[config.mk]
export PLATFORM = sky130hd
export DESIGN_NAME = can_wb_responder
export DESIGN_NICKNAME = d
export VERILOG_FILES = /design/src/rtl/can_regs_pkg.sv /design/src/rtl/can_irq_ctrl.sv /design/src/rtl/can_wb_responder.sv
export SDC_FILE = /design/constraint.sdc
export NUM_CORES = 1
export LEC_CHECK = 0
export BUFFER_PORTS_ARGS = -buffer_cell sky130_fd_sc_hd__buf_2
export CAP_MARGIN = 10
export CELL_PAD_IN_SITES_DETAIL_PLACEMENT = 2
export CELL_PAD_IN_SITES_GLOBAL_PLACEMENT = 2
export CORE_UTILIZATION = 32
export DETAILED_ROUTE_END_ITERATION = 8
export GPL_TIMING_DRIVEN = 0
export PLACE_DENSITY = 0.88
export RECOVER_POWER = 50
export SYNTH_ARGS = -nofsm -noshare
export SYNTH_HDL_FRONTEND = slang
export SYNTH_HIERARCHICAL = 1
export SYNTH_SLANG_ARGS = --single-unit
[constraint.sdc]
create_clock -name wb_clk_i -period 4 [get_ports wb_clk_i]
set_clock_uncertainty 0.2 [all_clocks]
set_input_delay 0.8 -clock wb_clk_i [delete_from_list [all_inputs] [get_ports wb_clk_i]]
set_output_delay 0.8 -clock wb_clk_i [all_outputs]
set_load 0.03 [all_outputs]
[src/rtl/can_regs_pkg.sv]
// Register map, command bit positions and bus-FSM state encoding shared by
// the CAN Wishbone responder and its interrupt controller.
// Ports: none (package only).
package can_regs_pkg;

   localparam logic [7:0] MODE_A   = 8'h00;
   localparam logic [7:0] CMD_A    = 8'h01;
   localparam logic [7:0] STATUS_A = 8'h02;
   localparam logic [7:0] IRQ_A    = 8'h03;
   localparam logic [7:0] IER_A    = 8'h04;
   localparam logic [7:0] BTR0_A   = 8'h06;
   localparam logic [7:0] BTR1_A   = 8'h07;
   localparam logic [7:0] TXB_BASE = 8'h0A;
   localparam logic [7:0] RXB_BASE = 8'h14;

   localparam int CMD_TX_REQ      = 0;
   localparam int CMD_ABORT       = 1;
   localparam int CMD_RELEASE_RX  = 2;
   localparam int CMD_CLR_OVERRUN = 3;

   typedef enum logic [2:0] {
      IDLE,
      ACCESS,
      RXWAIT,
      ACK,
      HOLD
   } wb_resp_state_e;

endpackage

[src/rtl/can_irq_ctrl.sv]
// Interrupt flag register: per-bit set on event pulses, bulk clear on a
// register read, with an active-low masked interrupt output.
// Ports: clk/rst (sync, active-high), evt set pulses, ier mask, clr strobe,
// irq flag value, irq_n = ~|(irq & ier).
module can_irq_ctrl (
   input  logic       clk,
   input  logic       rst,
   input  logic [7:0] evt,
   input  logic [7:0] ier,
   input  logic       clr,
   output logic [7:0] irq,
   output logic       irq_n
);

   // An event arriving in the clearing cycle wins over the clear.
   always_ff @(posedge clk) begin
      if (rst)
         irq <= '0;
      else
         irq <= (irq & ~{8{clr}}) | evt;
   end

   assign irq_n = ~|(irq & ier);

endmodule

[src/rtl/can_wb_responder.sv]
// Wishbone classic 8-bit slave exposing the CAN controller register file.
// Ports: wb_* bus (sync active-high reset, one-cycle ack, N+2 / N+3 for RX
// window), mode/btr/command/TX-buffer outputs, status/irq/RX-window inputs.
// Optional macro CAN_WB_RESP_ERR_EN adds wb_err_o for unmapped addresses.
module can_wb_responder #(
   parameter int TX_BYTES = 10,
   parameter int RX_BYTES = 10
) (
   input  logic                  wb_clk_i,
   input  logic                  wb_rst_i,
   input  logic                  wb_cyc_i,
   input  logic                  wb_stb_i,
   input  logic                  wb_we_i,
   input  logic [7:0]            wb_adr_i,
   input  logic [7:0]            wb_dat_i,
   output logic [7:0]            wb_dat_o,
   output logic                  wb_ack_o,
`ifdef CAN_WB_RESP_ERR_EN
   output logic                  wb_err_o,
`endif
   output logic                  reset_mode_o,
   output logic [7:0]            btr0_o,
   output logic [7:0]            btr1_o,
   output logic                  cmd_tx_req_o,
   output logic                  cmd_abort_o,
   output logic                  cmd_release_rx_o,
   output logic                  cmd_clr_overrun_o,
   input  logic [7:0]            status_i,
   input  logic [7:0]            irq_evt_i,
   output logic                  irq_on,
   output logic [8*TX_BYTES-1:0] tx_buf_o,
   output logic [3:0]            rx_rd_addr_o,
   input  logic [7:0]            rx_rd_data_i
);
   import can_regs_pkg::*;

   localparam logic [7:0] TXB_END = 8'(TXB_BASE + TX_BYTES);
   localparam logic [7:0] RXB_END = 8'(RXB_BASE + RX_BYTES);

   wb_resp_state_e state, state_nxt;

   logic [7:0] adr_q, dat_q;
   logic       we_q;
   logic       mode_q;
   logic [7:0] ier_q;
   logic [3:0] cmd_q;
   logic [7:0] irq_q;
   logic       irq_clr;
   logic       tx_hit, rx_hit, rx_hit_in;
   logic [7:0] tx_idx;
   logic [7:0] rd_val;

   assign tx_idx    = adr_q - TXB_BASE;
   assign tx_hit    = (adr_q >= TXB_BASE) && (adr_q < TXB_END);
   assign rx_hit    = (adr_q >= RXB_BASE) && (adr_q < RXB_END);
   assign rx_hit_in = (wb_adr_i >= RXB_BASE) && (wb_adr_i < RXB_END);

`ifdef CAN_WB_RESP_ERR_EN
   logic mapped;
   assign mapped = (adr_q inside {MODE_A, CMD_A, STATUS_A, IRQ_A, IER_A, BTR0_A, BTR1_A})
                   || tx_hit || rx_hit;
`endif

   always_comb begin
      rd_val = '0;
      case (adr_q)
         MODE_A:   rd_val = {7'd0, mode_q};
         CMD_A:    rd_val = 8'hFF;
         STATUS_A: rd_val = status_i;
         IRQ_A:    rd_val = irq_q;
         IER_A:    rd_val = ier_q;
         BTR0_A:   rd_val = btr0_o;
         BTR1_A:   rd_val = btr1_o;
         default: begin
            for (int k = 0; k < TX_BYTES; k++)
               if (tx_hit && tx_idx == 8'(k))
                  rd_val = tx_buf_o[8*k +: 8];
         end
      endcase
   end

   always_ff @(posedge wb_clk_i) begin
      if (wb_rst_i)
         state <= IDLE;
      else
         state <= state_nxt;
   end

   always_comb begin
      state_nxt = state;
      wb_ack_o  = 1'b0;
`ifdef CAN_WB_RESP_ERR_EN
      wb_err_o  = 1'b0;
`endif
      irq_clr   = 1'b0;
      case (state)
         IDLE:   if (wb_cyc_i && wb_stb_i) state_nxt = ACCESS;
         // Cycle drops here are ignored: the access still finishes and acks.
         ACCESS: state_nxt = (rx_hit && !we_q) ? RXWAIT : ACK;
         RXWAIT: state_nxt = ACK;
         ACK: begin
`ifdef CAN_WB_RESP_ERR_EN
            wb_ack_o = mapped;
            wb_err_o = !mapped;
`else
            wb_ack_o = 1'b1;
`endif
            irq_clr   = !we_q && (adr_q == IRQ_A);
            state_nxt = HOLD;
         end
         // A strobe still held after ack must not start a second access.
         HOLD:   if (!(wb_cyc_i && wb_stb_i)) state_nxt = IDLE;
         default: state_nxt = IDLE;
      endcase
   end

   always_ff @(posedge wb_clk_i) begin
      if (wb_rst_i) begin
         adr_q        <= '0;
         dat_q        <= '0;
         we_q         <= 1'b0;
         mode_q       <= 1'b1;
         ier_q        <= '0;
         btr0_o       <= '0;
         btr1_o       <= '0;
         cmd_q        <= '0;
         tx_buf_o     <= '0;
         wb_dat_o     <= '0;
         rx_rd_addr_o <= '0;
      end else begin
         cmd_q <= '0;
         case (state)
            IDLE: begin
               if (wb_cyc_i && wb_stb_i) begin
                  adr_q <= wb_adr_i;
                  we_q  <= wb_we_i;
                  dat_q <= wb_dat_i;
                  // Present the RX index during ACCESS so the core's
                  // one-cycle read data is ready in RXWAIT.
                  if (rx_hit_in)
                     rx_rd_addr_o <= 4'(wb_adr_i - RXB_BASE);
               end
            end
            ACCESS: begin
               if (we_q) begin
                  case (adr_q)
                     MODE_A: mode_q <= dat_q[0];
                     CMD_A:  cmd_q  <= dat_q[3:0];
                     IER_A:  ier_q  <= dat_q;
                     BTR0_A: if (mode_q) btr0_o <= dat_q;
                     BTR1_A: if (mode_q) btr1_o <= dat_q;
                     default: begin
                        for (int k = 0; k < TX_BYTES; k++)
                           if (tx_hit && tx_idx == 8'(k))
                              tx_buf_o[8*k +: 8] <= dat_q;
                     end
                  endcase
               end else if (!rx_hit) begin
                  wb_dat_o <= rd_val;
               end
            end
            RXWAIT: wb_dat_o <= rx_rd_data_i;
            default: ;
         endcase
      end
   end

   assign reset_mode_o      = mode_q;
   assign cmd_tx_req_o      = cmd_q[CMD_TX_REQ];
   assign cmd_abort_o       = cmd_q[CMD_ABORT];
   assign cmd_release_rx_o  = cmd_q[CMD_RELEASE_RX];
   assign cmd_clr_overrun_o = cmd_q[CMD_CLR_OVERRUN];

   can_irq_ctrl u_irq (
      .clk   (wb_clk_i),
      .rst   (wb_rst_i),
      .evt   (irq_evt_i),
      .ier   (ier_q),
      .clr   (irq_clr),
      .irq   (irq_q),
      .irq_n (irq_on)
   );

endmodule

======== Word-level counts from Yosys, hierarchy flattened ========
Cells that the tools add are included.
word-level totals
  register bits ........................... 149
  memory bits (read-only) ................. 0
  bits in latches ......................... 0
  RAM bits ................................ 0
  bits of input ports ..................... 45
  output and inout bits ................... 115
  memories ................................ 0
cells by class
  shift operators ......................... 0
  bitwise gates (word level) .............. 8
  mux-type cells .......................... 20
  reduce and logical (&&, ||, !) cells .... 43
  $add $sub $neg .......................... 2
  multipliers ............................. 0
  divide/modulo/power cells ............... 0
  magnitude comparators ................... 6
  eq/ne operators ......................... 23
operators with widths
  kind                 count
  $mux 8               12
  $eq 8x3->1 const B   7
  $pmux 8 s7           1
  $reduce_and 4->1     12
  $eq 8x2->1 const B   4
  $lt 8x5->1 const B   3
  $and 8x8->8          2
  $eq 8x1->1 const B   2
  $eq 8x4->1 const B   2
  $ge 8x5->1 const B   2
  $logic_and 1x1->1    16
  $logic_not 8->1      2
  $pmux 8 s2           1
  $pmux 3 s5           1
  $reduce_and 3->1     4
  $ge 8x4->1 const B   1
  $ne 2x2->1 const B   4
  $not 8->8            1
  $or 8x8->8           1
  $reduce_or 8->1      1
  $sub 8x4->8 const B  1
  $eq 3x2->1 const B   2
  $mux 3               2
  $reduce_or 5->1      1
  10 further kinds     17

======== Logic depth before layout (Yosys ltp) ========
Gate-level depths: netlist (run 1).
  word-level depth ........................ 17
  depth in mapped cells ................... 12

======== By module ========
The synthesis (run 1) kept the hierarchy.
by module, submodules not included
  module            cells each  times used  area an instance (sq um)
  can_wb_responder  760         1           6,779.0
  can_irq_ctrl      38          1           322.8

======== Worst setup path before layout (run 1) ========
Ideal clock, no wire load.
  kind .................................... reg-to-reg
  from .................................... register adr_q[2]
  to ...................................... register tx_buf_o[74]
  data arrival time ....................... 2.860 ns
  period minus slack after synthesis ...... 3.188 ns
  stages on the path, launching flop included .. 11
  setup slack ............................. 0.812 ns
  setup time .............................. 0.128 ns
  buffers on the path ..................... 2
  cells stage by stage .................... dfxtp_1 -> buf_2 -> buf_1 -> inv_1 -> ha_1 -> xnor2_1 -> and4_1 -> o2111ai_1 -> nor2_2 -> mux2i_1 -> nor2_1
on the way
  word-level cells in the longest chain between the ends .. 4
  elaborated cells on any way between the ends .. 14
  classes of those cells .................. add/sub: 1; order compare: 2; eq/ne: 5; bitwise: 1; reduce/logical: 5
ends and longest elaborated chain
  what                                                   line                     text
  start: declaration                                     can_wb_responder.sv:42   logic [7:0] adr_q, dat_q;
  start signal: assignment                               can_wb_responder.sv:135  adr_q <= wb_adr_i;
  $sub 8x4->8 (tied with other cells)                    can_wb_responder.sv:53   assign tx_idx = adr_q - TXB_BASE;
  $eq 8x4->1 (tied with other cells)                     can_wb_responder.sv:154  if (tx_hit && tx_idx == 8'(k))
  $logic_and 1x1->1 / $not 1->1 (equally long branches)  --
  $reduce_and 4->1 (no line) *                           --
  end signal: indexed assignment                         can_wb_responder.sv:155  tx_buf_o[8*k +: 8] <= dat_q;
  end: declaration                                       can_wb_responder.sv:31   output logic [8*TX_BYTES-1:0] tx_buf_o,
Mark *: on every way between the ends. The rest lies on a longest branch, timed or not.
A chain may end at the register's enable or synchronous reset.

======== Worst setup path in the final report (run 1) ========
  from .................................... register adr_q[1]
  to ...................................... register wb_dat_o[3]
on the way
  word-level cells in the longest chain between the ends .. 17
  elaborated cells on any way between the ends .. 50
  classes of those cells .................. add/sub: 1; order compare: 4; eq/ne: 16; mux: 14; reduce/logical: 15
ends and longest elaborated chain
  what                                                         line                                            text
  $sub 8x4->8 (tied with other cells)                          can_wb_responder.sv:53
  $logic_not 8->1 / $logic_and 1x1->1 (equally long branches)  can_wb_responder.sv:76, can_wb_responder.sv:54
  $logic_and 1x1->1                                            can_wb_responder.sv:76                          if (tx_hit && tx_idx == 8'(k))
  $mux 8 (10 in series)                                        can_wb_responder.sv:76
  $pmux 8 s7                                                   can_wb_responder.sv:66                          case (adr_q)
  $mux 8                                                       can_wb_responder.sv:158                         end else if (!rx_hit) begin
  $mux 8                                                       can_wb_responder.sv:145                         if (we_q) begin
  $pmux 8 s2                                                   can_wb_responder.sv:132                         case (state)
  end signal: assignment                                       can_wb_responder.sv:159                         wb_dat_o <= rd_val;
  end signal: assignment                                       can_wb_responder.sv:162                         RXWAIT: wb_dat_o <= rx_rd_data_i;
  end: declaration                                             can_wb_responder.sv:16                          output logic [7:0] wb_dat_o,
Several ways; a longest one is shown, not always the timed one. The select of a mux whose other input is x is not followed.

==> results.md, run 1 <==
* Post-synth EDFFs at 0
* Placed Instances at 1,236
* Share of layout cells above drive strength 1 at 12.1%
* Async S/R FF share, synth at 0%
* Syn Nets at 848
* Starting Density at 32.5%
* VDD IR-drop max at between 0.0002 and 0.0003 V
* Vias at 7,300
* Post-DP HPWL at 23,700 um
* Die footprint at about 23,000 um^2
* Power per Cell Area at 454 nW/um^2
* Longest Clk Path Bufs at 2
* Status: completed
* Die Y at 151 um
* Max cap viols at 0
* Row count at 54
* Total gr overflow at 0
* Worst Path Max Fanout at 10
* Slowest cell on crit path: dfxtp_1
* Clock latency on the worst-skew pair at 0.44 ns
* First-iteration detailed-routing DRC count at 511
* TritonCTS clock tree: yes
* DRT Wirelength at 34,500 um
* Synth Instances at between 700 and 800
* Vias in the first global route at around 7.8k
* Gr usage total at 30.9%
* Finished Core Util at 40.6%
* Internal power at 2880 uW
* Ys flop type: dfxtp_1
* Sequential fraction of the synthesis area at 42.0%
* Power share of the combinational group at 14.0%
* Final hold viol count at 0
* Final setup vio count at 0
* First-pass GRT wire length at 50,500 um
* Fin. max-slew vios at 0
* Final Cell Area at approximately 8900 um^2
* I/O Buffers at 158
* Die W at 151 um
* Area grow syn2layout at 24.7%
* NumNets Final at 1,025
* Net Switching at 1140 uW
* Netlist cell types at 64
* Avg Vias per Cell at between 5 and 6
* Total CTS buffers at 17
* Synthesized flop and latch total at 149
* Crit-path cells: clkbuf_4 -> clkbuf_4 -> inv_1 -> ha_1 -> xnor2_1 -> a32o_1 -> buf_2 -> o221ai_1 -> a211oi_1 -> a211oi_1 -> o311ai_0
* Antenna cells at 0
* Post-route ant nets at 0
* Tot Pwr at 4020 uW
* Worst min-delay path class: register to register
* Startpoint Class: register
* Clock power share at 47.0%
* Flop pwr share at 39.0%
* Crit path DAT at 4.02 ns
* Fin crit share at between 90% and 100%
* Fillers at about 2.5k
* Initial antenna violation count at 1
* Period minus WS final at 3.90 ns
* # IOs at 160
* Multi-input gate area at 3850 um^2
* Yosys Warn Count at 6
* Htree depth at 4
* Post-route DRC at 0
* Slowest stage delay, CP at 0.45 ns
* Setup CP Type: register to register
* DR pass1 iterations at 5
* Final std cells w/o fill at 1,268
* Sw frac at 28.3%
* Fmax at about 0.26 GHz
* Clk slew on worst S/H paths at roughly 0.07 ns
* Reg2Reg Setup Slack at 0.1 ns
* Slew HR at 5.82%
* CP required at 4.12 ns
* Tightest Pin Transition at approximately 1.4 ns
* WL per Instance at around 27 um
* RePlAce Congestion at about 0.95
* Core box area at 21,800 um^2
* CP Capture Type: register
* Cell Area, Placed at 8240 um^2
* Clk root buf: clkbuf_16
* Syn_area_per_cell at 8.90 um^2
* FF/Latch Area at slightly below 3000 um^2
* Clock Sinks at 149
* Post-Syn Area at approximately 7100 um^2
* Pleak at roughly 0.0035 uW
* Largest net degree at the start of global routing at 20
* RSZ-0062 raised after global routing: no
[layout by cell type, fill, tap and decap left out, types with 5 or more instances in the layout]
cell	count
nand2_1	59
bufinv_16	6
clkbuf_1	156
mux2_2	6
buf_2	49
nor2b_1	6
a211oi_1	12
o21ai_0	25
clkbuf_16	17
ha_1	5
nand2b_1	17
mux2i_1	128
nor2_1	141
nor4_1	6
o22ai_1	13
nand3_1	6
a22oi_1	6
inv_1	22
nor3_1	6
dfxtp_1	149
and2_1	6
o211ai_1	7
a21oi_1	41
[layout make-up]
| class | instances | area share, % |
|---|---|---|
| Clock inverter | 12 | 2.53 |
| Buffer | 52 | 2.49 |
| Tap cell | 280 | 3.96 |
| Clock buffer | 20 | 5.16 |
| Sequential cell | 149 | 33.7 |
| Inverter | 22 | 0.933 |
| Timing Repair Buffer | 160 | 7.77 |
| Multi-Input combinational cell | 573 | 43.5 |
[stage by stage]
stage               setup slack (ns)  setup TNS (ns)  hold slack (ns)
floorplan                      0.812               0            0.258
global placement              -0.478           -4.46            0.256
detailed placement            -0.553           -9.59            0.269
CTS                           0.0214               0            0.284
global route                  0.0180               0            0.317
finish                        0.0977               0            0.289
[cell usage after synthesis (all sizes together), types with 4 or more instances]
master	instances	area, um^2
buf	11	58.8
nor2b	6	37.5
o221ai	4	35.0
or2	4	25.0
clkbuf	43	161
a211oi	12	90.1
and4	4	35.0
nand2	62	240
and2	6	37.5
o22ai	13	81.3
o311ai	5	43.8
ha	5	62.6
dfxtp	149	2980
nor2	144	548
o21ai	26	134
nor4	10	129
o211ai	8	65.1
o2111ai	5	43.8
a22oi	6	45.0
mux2i	128	1280
o2bb2ai	4	35.0
inv	22	82.6
o21a	4	30.0
nor3	8	51.3
nand2b	17	106
a21oi	41	205
nand3	8	50.1
mux2	6	67.6
[flip-flops by register name (all words and copies together) (netlist names), 3 cells and up]
signal and cells:
tx_buf_o 80, adr_q 8, btr0_o 8, btr1_o 8, dat_q 8, ier_q 8
u_irq/irq 8, wb_dat_o 8, cmd_q 4, rx_rd_addr_o 4, state 3
[power groups by stage]
stage,Clock (uW),Sequential [uW],Combinational (uW)
after global routing,1950,1570,591
after CTS,1890,1570,551
after floorplan,0,1600,303
after global placement,0,1600,506
after detailed placement,0,1600,528
final,1890,1570,562
[worst paths after layout]
path                                                 end  depth (start not counted)                     start
worst min register to register  wb_dat_o[2]$_SDFFE_PP0P_                          2  wb_dat_o[2]$_SDFFE_PP0P_
worst max-delay path            wb_dat_o[3]$_SDFFE_PP0P_                         11     adr_q[1]$_SDFFE_PP0P_
worst min-delay path            wb_dat_o[2]$_SDFFE_PP0P_                          2  wb_dat_o[2]$_SDFFE_PP0P_
worst max register to register  wb_dat_o[3]$_SDFFE_PP0P_                         11     adr_q[1]$_SDFFE_PP0P_
[repair_timing]
action	4_1_cts	5_1_grt
hold buffers	0	0
setup endpoints to repair	84	32
resized for setup	8	4
endpoints found under the hold margin	0	0
pin swaps	2	0
buffers inserted	2	0
[routing by layer]
layer,share of wire [%],wire length (um),GRT usage [%]
met1,41,14100,37.2
met2,48,16600,51.8
met3,5.9,2050,5.39
met4,5.4,1850,17.8
met5,0,0,0
[kinds of logic (layout without fill, tap and decap cells)]
| kind of cell | after synthesis | count (layout) | synth area share, % |
|---|---|---|---|
| AND/OR/NAND/NOR | 284 | 284 | 19.3 |
| multiplexers | 135 | 135 | 19.3 |
| buffers and inverters | 76 | 266 | 4.26 |
| flip-flops | 149 | 149 | 42.0 |
| XOR/XNOR | 3 | 3 | 0.370 |
| adder cells (fa/ha/maj) | 5 | 5 | 0.881 |
| AO/OA/AOI/OAI | 146 | 146 | 13.8 |
[worst max-delay path: cells and delay by family (launching register included)]
| kind | cells | cell delay, ns |
|---|---|---|
| compound gates | 5 | 1.42 |
| xor+xnor | 1 | 0.21 |
| fa+ha+maj | 1 | 0.34 |
| buf+inv | 4 | 1.13 |
| flops | 1 | 0.45 |
Power figures use the tool's default switching activity.
==> run 2, diff against run 1 <==
Settings changed: CAP_MARGIN 10 to 20, CORE_MARGIN set to 4, PLACE_DENSITY 0.88 to 0.89, SYNTH_HIERARCHICAL 1 to not set.
==> run 2 against run 1 <==
Compared with the run above:
- global-route usage down 1.6 points
- via count up 7.2%
- die area up 8.3%
- synthesized area up 0.14%
- sequential cell count unchanged
- worst hold slack better by 0.0033 ns
- first-iteration DRC count up 27%
- total power up 1.2%
- combinational power up 17%
- register-to-register slack about the same
- clock power down 2%
- critical path type unchanged
- largest cell class unchanged
- largest power group unchanged
==> results.md, run 2 <==
* TritonCTS clock tree: yes
* Core box area at 21,800 um^2
* Synth cell count leaders: 149 x dfxtp_1, 122 x nand2_1, 100 x nor2_1
* Cell Area, Placed at 8270 um^2
* Top-area cell type share of the netlist area at 41.9%
* RePlAce Congestion at 0.909
* Commonest non-fill, non-tap cell in the layout: clkbuf_1
* Fmax at roughly 0.26 GHz
* Post-route ant nets at 0
* Final setup vio count at 0
* Die footprint at 24,700 um^2
* Share of layout cells above drive strength 1 at 12.4%
* Biggest register: tx_buf_o
* Async S/R FF share, synth at 0%
* First-pass GRT wire length at 53,900 um
* Clock latency on the worst-skew pair at between 0.4 and 0.5 ns
* Post-route DRC at 0
* RSZ-0062 raised after global routing: yes
* Fin. max-slew vios at 0
* Period minus WS final at approximately 3.9 ns
* Setup CP Type: register to register
* Final hold viol count at 0
* VDD IR-drop max at 0.000333 V
* Row count at 54
* Syn_area_per_cell at 8.60 um^2
* Hold path depth at 2
* Startpoint Class: register
* DRT Wirelength at 36,700 um
* Die W at 157 um
* Fin crit share at between 90% and 100%
* Gr usage total at 29.3%
* Post-synth EDFFs at 0
* # IOs at 160
* Synthesized flop and latch total at 149
* Power per Cell Area at 459 nW/um^2
* Post-Syn Area at 7110 um^2
* NumNets Final at between 1k and 1.5k
* CP startpoint: adr_q[1]$_SDFFE_PP0P_
* First-iteration detailed-routing DRC count at 648
* Hold WS at 0.292 ns
* Fillers at 2,498
* R2r startpoint: adr_q[1]$_SDFFE_PP0P_
* Largest register FFs at 80
* Htree depth at 4
* Antenna cells at 0
* Slew HR at 34.7%
* Total CTS buffers at 17
* CP required at 4.09 ns
* Yosys Warn Count at 0
* Hold Startpoint: ier_q[6]$_SDFFE_PP0P_
* Synth Instances at roughly 830
* Post-DP HPWL at 25,100 um
* Placed Instances at roughly 1.3k
* Crit path DAT at ~4.0 ns
* Clk slew on worst S/H paths at roughly 0.06 ns
* Vias in the first global route at between 8k and 9k
* Initial antenna violation count at 2
* Ys flop type: dfxtp_1
* Commonest non-fill, non-tap cells in the layout: 159 x clkbuf_1, 149 x dfxtp_1, 121 x nand2_1
* Total gr overflow at 0
* WL per Instance at roughly 28 um
* Final std cells w/o fill at 1,301
* Reg2Reg Depth at 12
* DR pass1 iterations at 6
* Max cap viols at 0
* Area grow syn2layout at 24.5%
* Hold_buf cts at 0
* Ranking of synthesized cells by area: dfxtp_1 42%, mux2i_1 13%, nand2_1 6.4%
* Tot Pwr at just over 4000 uW
* Sequential fraction of the synthesis area at roughly two fifths
* Vias at 7,827
* Clock Sinks at 149
* Worst Path Max Fanout at 10
* Syn Nets at 876
* Avg Vias per Cell at 6.02
* Area leader, netlist: dfxtp_1
* Die Y at 157 um
* Largest net degree at the start of global routing at 17
* Starting Density at between 30% and 40%
* Longest Clk Path Bufs at 2
* Count leader, synth: dfxtp_1
* Final Cell Area at 8860 um^2
* Netlist cell types at roughly 70
* Pleak at 0.00351 uW
* I/O Buffers at around 160
* Setup TNS at 0 ns
* Tightest Pin Transition at ~0.98 ns
* Worst min-delay path class: register to register
* Clk root buf: clkbuf_16
* CP Capture Type: register
* Status: completed
-- run 2: cell types whose count changed after synthesis, sizes merged, moves of 10 or more --
cell,delta
a21oi,+45
inv,-10
mux2i,-36
nand2,+62
nand2b,-14
nand3,+17
nor2,-41
o22ai,-12
-- run 2: cells by family (layout without fill, tap and decap cells) --
family          count (synthesis)  in the layout  synth area share, %
compound gates                179            179                 15.9
simple gates                  319            319                 22.0
fa+ha+maj                       4              4                0.704
mux                            99             99                 14.5
buf+inv                        73            267                 4.45
flops                         149            149                 41.9
xor+xnor                        4              4                0.493
-- run 2: power by group --
part	switching, uW	total [uW]	internal, uW	leakage, uW
sequential	43.5	1560	1520	0.00120
combinational	476	656	180	0.00198
clock	682	1850	1170	0.000322
total	1200	4070	2870	0.00351
-- run 2: critical path: stages, from the launching register on --
cell and delay (ns):
dfxtp_1 0.42, buf_2 0.30, inv_1 0.19, clkbuf_2 0.28
ha_1 0.37, clkbuf_2 0.25, nor4b_4 0.23, buf_4 0.21
nand2_2 0.19, nor2_4 0.35, nand3_2 0.37, mux2i_1 0.31
nor2_1 0.07
-- run 2: final timing paths --
kind | to | slack (ns)
hold / removal | ier_q[6]$_SDFFE_PP0P_ | 0.29
setup / recovery | tx_buf_o[19]$_SDFFE_PP0P_ | 0.09
setup reg to reg | tx_buf_o[19]$_SDFFE_PP0P_ | 0.09
hold reg to reg | ier_q[6]$_SDFFE_PP0P_ | 0.29
-- run 2: layout make-up --
cell class	instances	area (um^2)	area share (%)
Buffer	60	269	3.04
Clock buffer	22	484	5.47
Clock inverter	9	173	1.95
Inverter	12	45.0	0.509
Multi-Input combinational cell	605	3860	43.6
Sequential cell	149	2980	33.7
Tap cell	280	350	3.96
Timing Repair Buffer	164	689	7.78
-- run 2: layer usage --
layer  vias to the layer above  wire, um  global-route usage [%]
li1                       3298         -                       -
met1                      3911     14600                    35.5
met2                       467     17100                    48.0
met3                       147      3230                    8.63
met4                         4      1770                    14.0
met5                         -        21                       0
-- run 2: repair_timing --
action / 4_1_cts / 5_1_grt
pin swaps: 1 / 0
buffers inserted: 3 / 1
endpoints found under the setup margin: 80 / 65
gates resized for setup: 5 / 3
-- run 2: metrics by stage --
step,utilization [%],worst slack (ns)
floorplan,-,0.927
global placement,37.8,-0.171
detailed placement,37.9,-0.216
CTS,41.1,0.0971
global route,40.6,-0.0292
finish,40.6,0.0877
